### src/rtl/mem_arb_pkg.sv
// Shared types and constants for the two-port memory arbiter.
package mem_arb_pkg;

  localparam int unsigned DEF_AW = 9;
  localparam int unsigned DEF_DW = 32;

  localparam logic PORT_CPU = 1'b0;
  localparam logic PORT_AUX = 1'b1;

  typedef enum logic [1:0] {
    IDLE,
    ACCESS,
    ACK
  } state_e;

endpackage

### src/rtl/mem_arbiter_if.sv
// Requester handshakes plus memory pins for mem_arbiter.
// slave = arbiter side, master = requesters/memory side.
interface mem_arbiter_if #(
  parameter int unsigned AW = mem_arb_pkg::DEF_AW,
  parameter int unsigned DW = mem_arb_pkg::DEF_DW
) ();

  logic          p0_req;
  logic          p0_we;
  logic [AW-1:0] p0_addr;
  logic [DW-1:0] p0_wdata;
  logic          p0_ack;

  logic          p1_req;
  logic          p1_we;
  logic [AW-1:0] p1_addr;
  logic [DW-1:0] p1_wdata;
  logic          p1_ack;

  logic [DW-1:0] rdata;
  logic          busy;

  logic [AW-1:0] mem_addr;
  logic [DW-1:0] mem_wdata;
  logic          mem_we;
  logic [DW-1:0] mem_rdata;

  modport slave (
    input  p0_req, p0_we, p0_addr, p0_wdata,
    input  p1_req, p1_we, p1_addr, p1_wdata,
    input  mem_rdata,
    output p0_ack, p1_ack, rdata, busy,
    output mem_addr, mem_wdata, mem_we
  );

  modport master (
    output p0_req, p0_we, p0_addr, p0_wdata,
    output p1_req, p1_we, p1_addr, p1_wdata,
    output mem_rdata,
    input  p0_ack, p1_ack, rdata, busy,
    input  mem_addr, mem_wdata, mem_we
  );

endinterface

### src/rtl/mem_arb_pick.sv
// Combinational winner select between two requesters.
// MEM_ARB_RR_EN: round-robin on ties using the last-grant pointer; else port 0 wins ties.
module mem_arb_pick
  import mem_arb_pkg::*;
(
  input  logic req0_i,
  input  logic req1_i,
`ifdef MEM_ARB_RR_EN
  input  logic ptr_i,
`endif
  output logic any_o,
  output logic win_o
);

  always_comb begin
    any_o = req0_i | req1_i;
`ifdef MEM_ARB_RR_EN
    if (req0_i && req1_i) begin
      win_o = (ptr_i == PORT_CPU) ? PORT_AUX : PORT_CPU;
    end else begin
      win_o = req1_i ? PORT_AUX : PORT_CPU;
    end
`else
    win_o = (!req0_i && req1_i) ? PORT_AUX : PORT_CPU;
`endif
  end

endmodule

### src/rtl/mem_arbiter.sv
// Two-port arbiter and access sequencer for the unified memory: IDLE -> ACCESS -> ACK.
// MEM_ARB_RR_EN selects round-robin tie-breaking; undefined gives fixed priority to port 0.
module mem_arbiter
  import mem_arb_pkg::*;
#(
  parameter int unsigned AW = DEF_AW,
  parameter int unsigned DW = DEF_DW
) (
  input  logic          clk,
  input  logic          clr_n,
  mem_arbiter_if.slave  bus
);

  state_e        state_q, state_d;
  logic          grant_q, grant_d;
  logic [AW-1:0] mem_addr_q, mem_addr_d;
  logic [DW-1:0] mem_wdata_q, mem_wdata_d;
  logic          mem_we_q, mem_we_d;
  logic [DW-1:0] rdata_q, rdata_d;
  logic          ack0_q, ack0_d;
  logic          ack1_q, ack1_d;
  logic          any_req;
  logic          win;

`ifdef MEM_ARB_RR_EN
  logic          ptr_q, ptr_d;
`endif

  mem_arb_pick u_pick (
    .req0_i (bus.p0_req),
    .req1_i (bus.p1_req),
`ifdef MEM_ARB_RR_EN
    .ptr_i  (ptr_q),
`endif
    .any_o  (any_req),
    .win_o  (win)
  );

  always_comb begin
    state_d     = state_q;
    grant_d     = grant_q;
    mem_addr_d  = mem_addr_q;
    mem_wdata_d = mem_wdata_q;
    mem_we_d    = mem_we_q;
    rdata_d     = rdata_q;
    ack0_d      = 1'b0;
    ack1_d      = 1'b0;
`ifdef MEM_ARB_RR_EN
    ptr_d       = ptr_q;
`endif
    unique case (state_q)
      IDLE: begin
        if (any_req) begin
          grant_d     = win;
          mem_addr_d  = (win == PORT_AUX) ? bus.p1_addr  : bus.p0_addr;
          mem_wdata_d = (win == PORT_AUX) ? bus.p1_wdata : bus.p0_wdata;
          mem_we_d    = (win == PORT_AUX) ? bus.p1_we    : bus.p0_we;
`ifdef MEM_ARB_RR_EN
          ptr_d       = win;
`endif
          state_d     = ACCESS;
        end
      end
      ACCESS: begin
        // mem_we_q still reflects this access here, so it distinguishes read from write
        if (!mem_we_q) rdata_d = bus.mem_rdata;
        mem_we_d = 1'b0;
        ack0_d   = (grant_q == PORT_CPU);
        ack1_d   = (grant_q == PORT_AUX);
        state_d  = ACK;
      end
      ACK: begin
        state_d = IDLE;
      end
      default: begin
        state_d = IDLE;
      end
    endcase
  end

  always_ff @(posedge clk or negedge clr_n) begin
    if (!clr_n) begin
      state_q     <= IDLE;
      grant_q     <= PORT_CPU;
      mem_addr_q  <= '0;
      mem_wdata_q <= '0;
      mem_we_q    <= 1'b0;
      rdata_q     <= '0;
      ack0_q      <= 1'b0;
      ack1_q      <= 1'b0;
`ifdef MEM_ARB_RR_EN
      ptr_q       <= PORT_AUX;
`endif
    end else begin
      state_q     <= state_d;
      grant_q     <= grant_d;
      mem_addr_q  <= mem_addr_d;
      mem_wdata_q <= mem_wdata_d;
      mem_we_q    <= mem_we_d;
      rdata_q     <= rdata_d;
      ack0_q      <= ack0_d;
      ack1_q      <= ack1_d;
`ifdef MEM_ARB_RR_EN
      ptr_q       <= ptr_d;
`endif
    end
  end

  assign bus.mem_addr  = mem_addr_q;
  assign bus.mem_wdata = mem_wdata_q;
  assign bus.mem_we    = mem_we_q;
  assign bus.rdata     = rdata_q;
  assign bus.p0_ack    = ack0_q;
  assign bus.p1_ack    = ack1_q;
  assign bus.busy      = (state_q == ACCESS) || (state_q == ACK);

endmodule

### src/flat_wrapper.sv
// flat-port wrapper written by rule: the top's interface ports become plain ports
module mem_arbiter_flat import mem_arb_pkg::*;
#(
  parameter int unsigned AW = DEF_AW,
  parameter int unsigned DW = DEF_DW
)
  (clk, clr_n, bus_p0_req, bus_p0_we, bus_p0_addr, bus_p0_wdata, bus_p1_req, bus_p1_we, bus_p1_addr, bus_p1_wdata, bus_mem_rdata, bus_p0_ack, bus_p1_ack, bus_rdata, bus_busy, bus_mem_addr, bus_mem_wdata, bus_mem_we);
  mem_arbiter_if #(.AW(AW), .DW(DW)) bus_i ();
  input  logic clk;
  input  logic clr_n;
  input wire logic [$bits(bus_i.p0_req)-1:0] bus_p0_req;
  input wire logic [$bits(bus_i.p0_we)-1:0] bus_p0_we;
  input wire logic [$bits(bus_i.p0_addr)-1:0] bus_p0_addr;
  input wire logic [$bits(bus_i.p0_wdata)-1:0] bus_p0_wdata;
  input wire logic [$bits(bus_i.p1_req)-1:0] bus_p1_req;
  input wire logic [$bits(bus_i.p1_we)-1:0] bus_p1_we;
  input wire logic [$bits(bus_i.p1_addr)-1:0] bus_p1_addr;
  input wire logic [$bits(bus_i.p1_wdata)-1:0] bus_p1_wdata;
  input wire logic [$bits(bus_i.mem_rdata)-1:0] bus_mem_rdata;
  output wire logic [$bits(bus_i.p0_ack)-1:0] bus_p0_ack;
  output wire logic [$bits(bus_i.p1_ack)-1:0] bus_p1_ack;
  output wire logic [$bits(bus_i.rdata)-1:0] bus_rdata;
  output wire logic [$bits(bus_i.busy)-1:0] bus_busy;
  output wire logic [$bits(bus_i.mem_addr)-1:0] bus_mem_addr;
  output wire logic [$bits(bus_i.mem_wdata)-1:0] bus_mem_wdata;
  output wire logic [$bits(bus_i.mem_we)-1:0] bus_mem_we;
  assign bus_i.p0_req = bus_p0_req;
  assign bus_i.p0_we = bus_p0_we;
  assign bus_i.p0_addr = bus_p0_addr;
  assign bus_i.p0_wdata = bus_p0_wdata;
  assign bus_i.p1_req = bus_p1_req;
  assign bus_i.p1_we = bus_p1_we;
  assign bus_i.p1_addr = bus_p1_addr;
  assign bus_i.p1_wdata = bus_p1_wdata;
  assign bus_i.mem_rdata = bus_mem_rdata;
  assign bus_p0_ack = bus_i.p0_ack;
  assign bus_p1_ack = bus_i.p1_ack;
  assign bus_rdata = bus_i.rdata;
  assign bus_busy = bus_i.busy;
  assign bus_mem_addr = bus_i.mem_addr;
  assign bus_mem_wdata = bus_i.mem_wdata;
  assign bus_mem_we = bus_i.mem_we;
  mem_arbiter #(.AW(AW), .DW(DW)) u_core (.clk(clk), .clr_n(clr_n), .bus(bus_i));
endmodule
### config.mk
export PLATFORM = sky130hd
export DESIGN_NAME = mem_arbiter_flat
export DESIGN_NICKNAME = d
export VERILOG_FILES = /design/src/rtl/mem_arb_pkg.sv /design/src/rtl/mem_arbiter_if.sv /design/src/rtl/mem_arb_pick.sv /design/src/rtl/mem_arbiter.sv /design/src/flat_wrapper.sv
export SDC_FILE = /design/constraint.sdc
export NUM_CORES = 1
export LEC_CHECK = 0
export BUFFER_PORTS_ARGS = -buffer_cell sky130_fd_sc_hd__buf_2
export CAP_MARGIN = 20
export CORE_MARGIN = 2
export CORE_UTILIZATION = 41
export CTS_BUF_LIST = sky130_fd_sc_hd__clkbuf_4 sky130_fd_sc_hd__clkbuf_8
export DETAILED_ROUTE_END_ITERATION = 7
export PLACE_DENSITY_LB_ADDON = 0.2
export SETUP_SLACK_MARGIN = 0.02
export SYNTH_ARGS = -nofsm -noshare
export SYNTH_HDL_FRONTEND = slang
export SYNTH_SLANG_ARGS = --single-unit
### constraint.sdc
create_clock -name clk -period 1.55 [get_ports clk]
set_input_delay 0 -clock clk [delete_from_list [all_inputs] [get_ports clk]]
set_output_delay 0 -clock clk [all_outputs]
set_load 0.02 [all_outputs]
After elaboration in Yosys (flattened, before gate mapping)
Cells that the tools add are included.

storage, ports and cells
  register bits after elaboration = 79
  bits in latches = 0
  RAM bits = 0
  bits in read-only memories = 0
  bits of input ports = 120
  output and inout bits = 77
  word-level logic and storage cells = 32
  memories kept = 0

operators by class
  $add $sub $neg = 0
  multiply operators = 0
  div/mod/pow operators = 0
  $lt $le $gt $ge = 0
  equality and inequality tests = 3
  shift operators = 0
  multiplexer cells = 10
  bitwise logic cells = 3
  reduce and logical (&&, ||, !) cells = 8

operators with widths
  cell                number
  $mux 32             1
  $mux 9              1
  $reduce_and 2->1    3
  $mux 1              5
  $pmux 2 s2          1
  $eq 2x1->1 const B  1
  $eq 2x2->1 const B  1
  $logic_not 2->1     1
  $mux 2              1
  $ne 2x1->1 const B  1
  $not 1->1           2
  $pmux 1 s2          1
  $reduce_bool 2->1   1
  $logic_and 1x1->1   1
  $logic_not 1->1     1
  $logic_or 1x1->1    1
  $or 1x1->1          1

Depth between registers and ports, before layout
  depth in word-level cells = 6
  mapped depth = 7
  mapped depth without buffers = 5

By module
A second synthesis with hierarchy kept.

second synthesis, totals
  cells, all modules = 278
  area, all modules = 3638.5 sq um

by module, submodules not included
  module        times used  cells an instance  area each (sq um)  sequential area each (sq um)
  mem_arbiter   1           276                3626.0             1976.9
  mem_arb_pick  1           2                  12.5               0.0

Worst setup path after synthesis
No wires, ideal clock.

  path type = reg-to-reg
  start point = register u_core.state_q[1]
  end point = register u_core.rdata_q[0] (netlist: u_core.bus.rdata[0])
  setup time = 125 ps
  arrival = 1372 ps
  data required time = 1425 ps
  path slack = 52 ps
  stages on the path, launching flop included = 7
  buffers on the path = 2
  clock period less this slack = 1498 ps
  cell sequence = dfrtp_1 > inv_1 > ha_1 > nor2b_1 > buf_4 > buf_6 > mux2_4

on the way
  word-level cells in the longest chain between the ends = 2

RTL lines
  what                               line                source
  from (decl)                        mem_arbiter.sv:14   state_e state_q, state_d;
  from (signal assigned)             mem_arbiter.sv:95   state_q <= state_d;
  $eq 2x1->1                         mem_arbiter.sv:51   unique case (state_q)
  $reduce_and 2->1 (no source line)  --
  to (signal assigned)               mem_arbiter.sv:100  rdata_q <= rdata_d;
  to (decl)                          mem_arbiter.sv:19   logic [DW-1:0] rdata_q, rdata_d;

No other way between the ends.
A chain may end at the register's enable or synchronous reset.

Worst setup path in the final report
  start point = register u_core.state_q[1]
  end point = register u_core.rdata_q[9] (netlist: u_core.bus.rdata[9])

The elaborated chain is that of the path after synthesis.

==> flow_summary.toml <==
[global_routing]
grt_pass1_vias = 3512
grt_pass1_wl_um = 17420
track_usage_pct = 23.04
grt_max_degree = 69
antenna_found_initial = 1
grt-ovfl-total = 0

[die]
dieArea_um2 = 9422
core_area_um2 = 8299
die_h_um = 97.07
initial_utilization_pct = 42.79
die_width_um = 97.07
top_level_ports = 197
rows = 33

[detailed_routing]
via_per_inst = 4.575
first_pass_iters = 4
drt-total-wl_um = 10770
vias = 3212
initialDrtViolationCount = 91
routedWlPerCell_um = 15.34
final_antenna_net_count = 0
drc = 0

[min_path]
hp-class = "primary input to flip-flop"

[power]
power.total_mw = 10.88
p_leak_nw = 3.224
powerDensity_nw_per_um2 = 1796
seq_power_share_pct = 33.8
vdd_ir_drop_max_uv = 896.4
pwr-share-comb_pct = 51.3
internal_power_mw = 6.450
netSwitchingFraction_pct = 40.70
power.share.clock_pct = 14.9
netSwitchingPower_mw = 4.428

[placed_design]
postPlaceCellArea_um2 = 4639
dp_hpwl_um = 6019
io_buffers = 196
globalplace.congestion = 0.7308

[synth]
synth_top_area_share_pct = 55.67
yosysUniqueCellTypes = 22
ys_ff_latch = 79
synth_edf_count = 0
synth_warnings = 0
async_flop_share_pct = 100.0
synth_most_common_cell = "dfrtp_1"
synth_area_per_cell_um2 = 12.96
syn_inst = 274
yosysTopAreaCell = "dfrtp_1"
syn-num-nets = 397
synth_ff_type = "dfrtp_1"
syn_area_um2 = 3551
ys_seq_area_share_pct = 55.67
synthTopCellsByCount = "dfrtp_1, nand2_1, mux2i_1, o21ai_1, mux2_4"
synth_area_leaders = "dfrtp_1, mux2_4, mux2i_1"

[clocking]
h-tree-depth = 3
clock-sinks = 79
clk_latency_ps = 340
numCtsBuffers = 9
clock_path_buffers = 2
path_clk_slew_ps = 90
cts_tree = "done"
cts-root-buf = "clkbuf_8"

[run]
cap_violations = 0

[timing]
post-route-min-period_ps = 1535
fin_skew_ps = 10.26
drv_slew = 0
timing.slew.headroom_pct = 64.32
rsz0062_at_grt = "yes"
final-hold-violation-count = 0
finalSetupViolCount = 0
worst_pin_slew_ps = 535.2
fin_crit_sh_pct = 99.02
fmax_mhz = 651.6
setup_tns_ps = 0

[critical_path]
worstPathCellList = "inv_2 -> ha_2 -> nor2b_4 -> bufbuf_16 -> mux2_4"
cp_slowest_cell = "dfrtp_1"
critPathTopFamily = "flip-flops"
critical_path_class = "flip-flop to flip-flop"
cp_num_buf_inv = 2
slowest_delay_ps = 390
cp-start-kind = "flip-flop"
crit_arrival_ps = 1770
end_kind = "flip-flop"
cp.required_ps = 1780
crit_path_max_fanout = 7

[finish]
final_nets = 714
area.growth.synth_to_final_pct = 70.54
fillers = 582
drive_above_1_share_pct = 43.62
stdcell_area_um2 = 6056

[status]
status = "completed"
## worst paths after layout
path	depth (start not counted)	to	slack [ps]	start
worst max register to register	5	u_core.bus.rdata[9]	20	u_core.state_q[1]
worst max-delay path	5	u_core.bus.rdata[9]	20	u_core.state_q[1]
worst min register to register	1	u_core.bus.p0_ack	460	u_core.grant_q
worst min-delay path	3	u_core.grant_q	40	bus_p1_req
min in group asynchronous	2	u_core.bus.mem_wdata[0]	180	clr_n
max in group asynchronous	3	u_core.bus.rdata[8]	760	clr_n
## final cells by class
type / count / area, um2 / area share (%)
antenna: 1 / 2.502 / 0.04132
clock inverter: 7 / 87.58 / 1.446
sequential: 79 / 1977 / 32.64
tap: 105 / 131.4 / 2.169
clock buffer: 9 / 123.9 / 2.045
timing repair buffer: 324 / 2313 / 38.20
inverter: 3 / 11.26 / 0.1860
multi-input combinational: 174 / 1409 / 23.26
## flip-flops by register name, summed over array words and instances, names as in the netlist
name and cells:
u_core.grant_q 1, u_core.bus.mem_we 1, u_core.bus.p1_ack 1, u_core.bus.mem_addr 9
u_core.state_q 2, u_core.bus.rdata 32, u_core.bus.p0_ack 1, u_core.bus.mem_wdata 32
## routing by layer
layer  GRT usage, %  part of all wire, %  up-vias
met5              0                    0        -
met4          7.476                  1.9        0
met2          40.22                   50      132
li1               -                    -     1571
met3          5.324                  6.4       18
met1          28.21                   41     1491
## cells in the final DEF, fill, tap and decap left out, types with 2 or more instances in the layout
cell,n
inv_1,2
a21oi_1,2
ha_1,2
mux2_1,4
inv_8,2
mux2_4,30
mux2i_1,41
nor2_1,2
o21ai_1,41
buf_12,4
dfrtp_1,79
inv_6,3
buf_2,195
nand2_1,43
buf_4,7
clkbuf_8,9
dlygate4sd3_1,116
## power groups by stage
stage	clock network (mW)	logic [mW]	registers, mW
after floorplan	0	2.25	4.87
after global placement	0	5.09	3.65
after detailed placement	0	5.23	3.66
after CTS	1.67	5.60	3.65
after global routing	1.78	5.97	3.81
final	1.62	5.58	3.68
## what timing repair did
| action | 4_1_cts | 5_1_grt |
|---|---|---|
| endpoints found under the hold margin | 113 | 0 |
| gates resized for setup | 1 | 2 |
| cloned | 1 | 0 |
| hold buffers | 116 | 0 |
| setup endpoints to repair | 12 | 25 |
| buffers inserted | 2 | 1 |
## logic make-up (layout without fill, tap and decap cells)
group | after synthesis | count (layout) | synth area share [%]
and+or+nand+nor | 50 | 50 | 5.603
AOI/OAI and AO/OA | 46 | 46 | 6.942
other | 0 | 1 | 0
muxes | 75 | 75 | 25.51
buffers and inverters | 21 | 343 | 5.215
DFF | 79 | 79 | 55.67
adders and majority gates | 3 | 3 | 1.057
## worst reg2reg max path, cell delays in order, from the launching register on
cell,delay [ps]
dfrtp_1,390
inv_2,70
ha_2,180
nor2b_4,190
bufbuf_16,300
mux2_4,300
## stage by stage
stage          instances  hold WS, ps  utilization [%]  worst slack (ps)
6_report             702        41.94            72.97             15.24
5_1_grt              702        20.30            72.97            -43.00
4_1_cts              701        20.11            73.01             17.65
3_5_place_dp         566        19.63            55.90             50.20
3_3_place_gp         566        3.817            55.90             81.10
2_1_floorplan        274       -295.6                -             52.48
(Power assumes the default switching activity.)
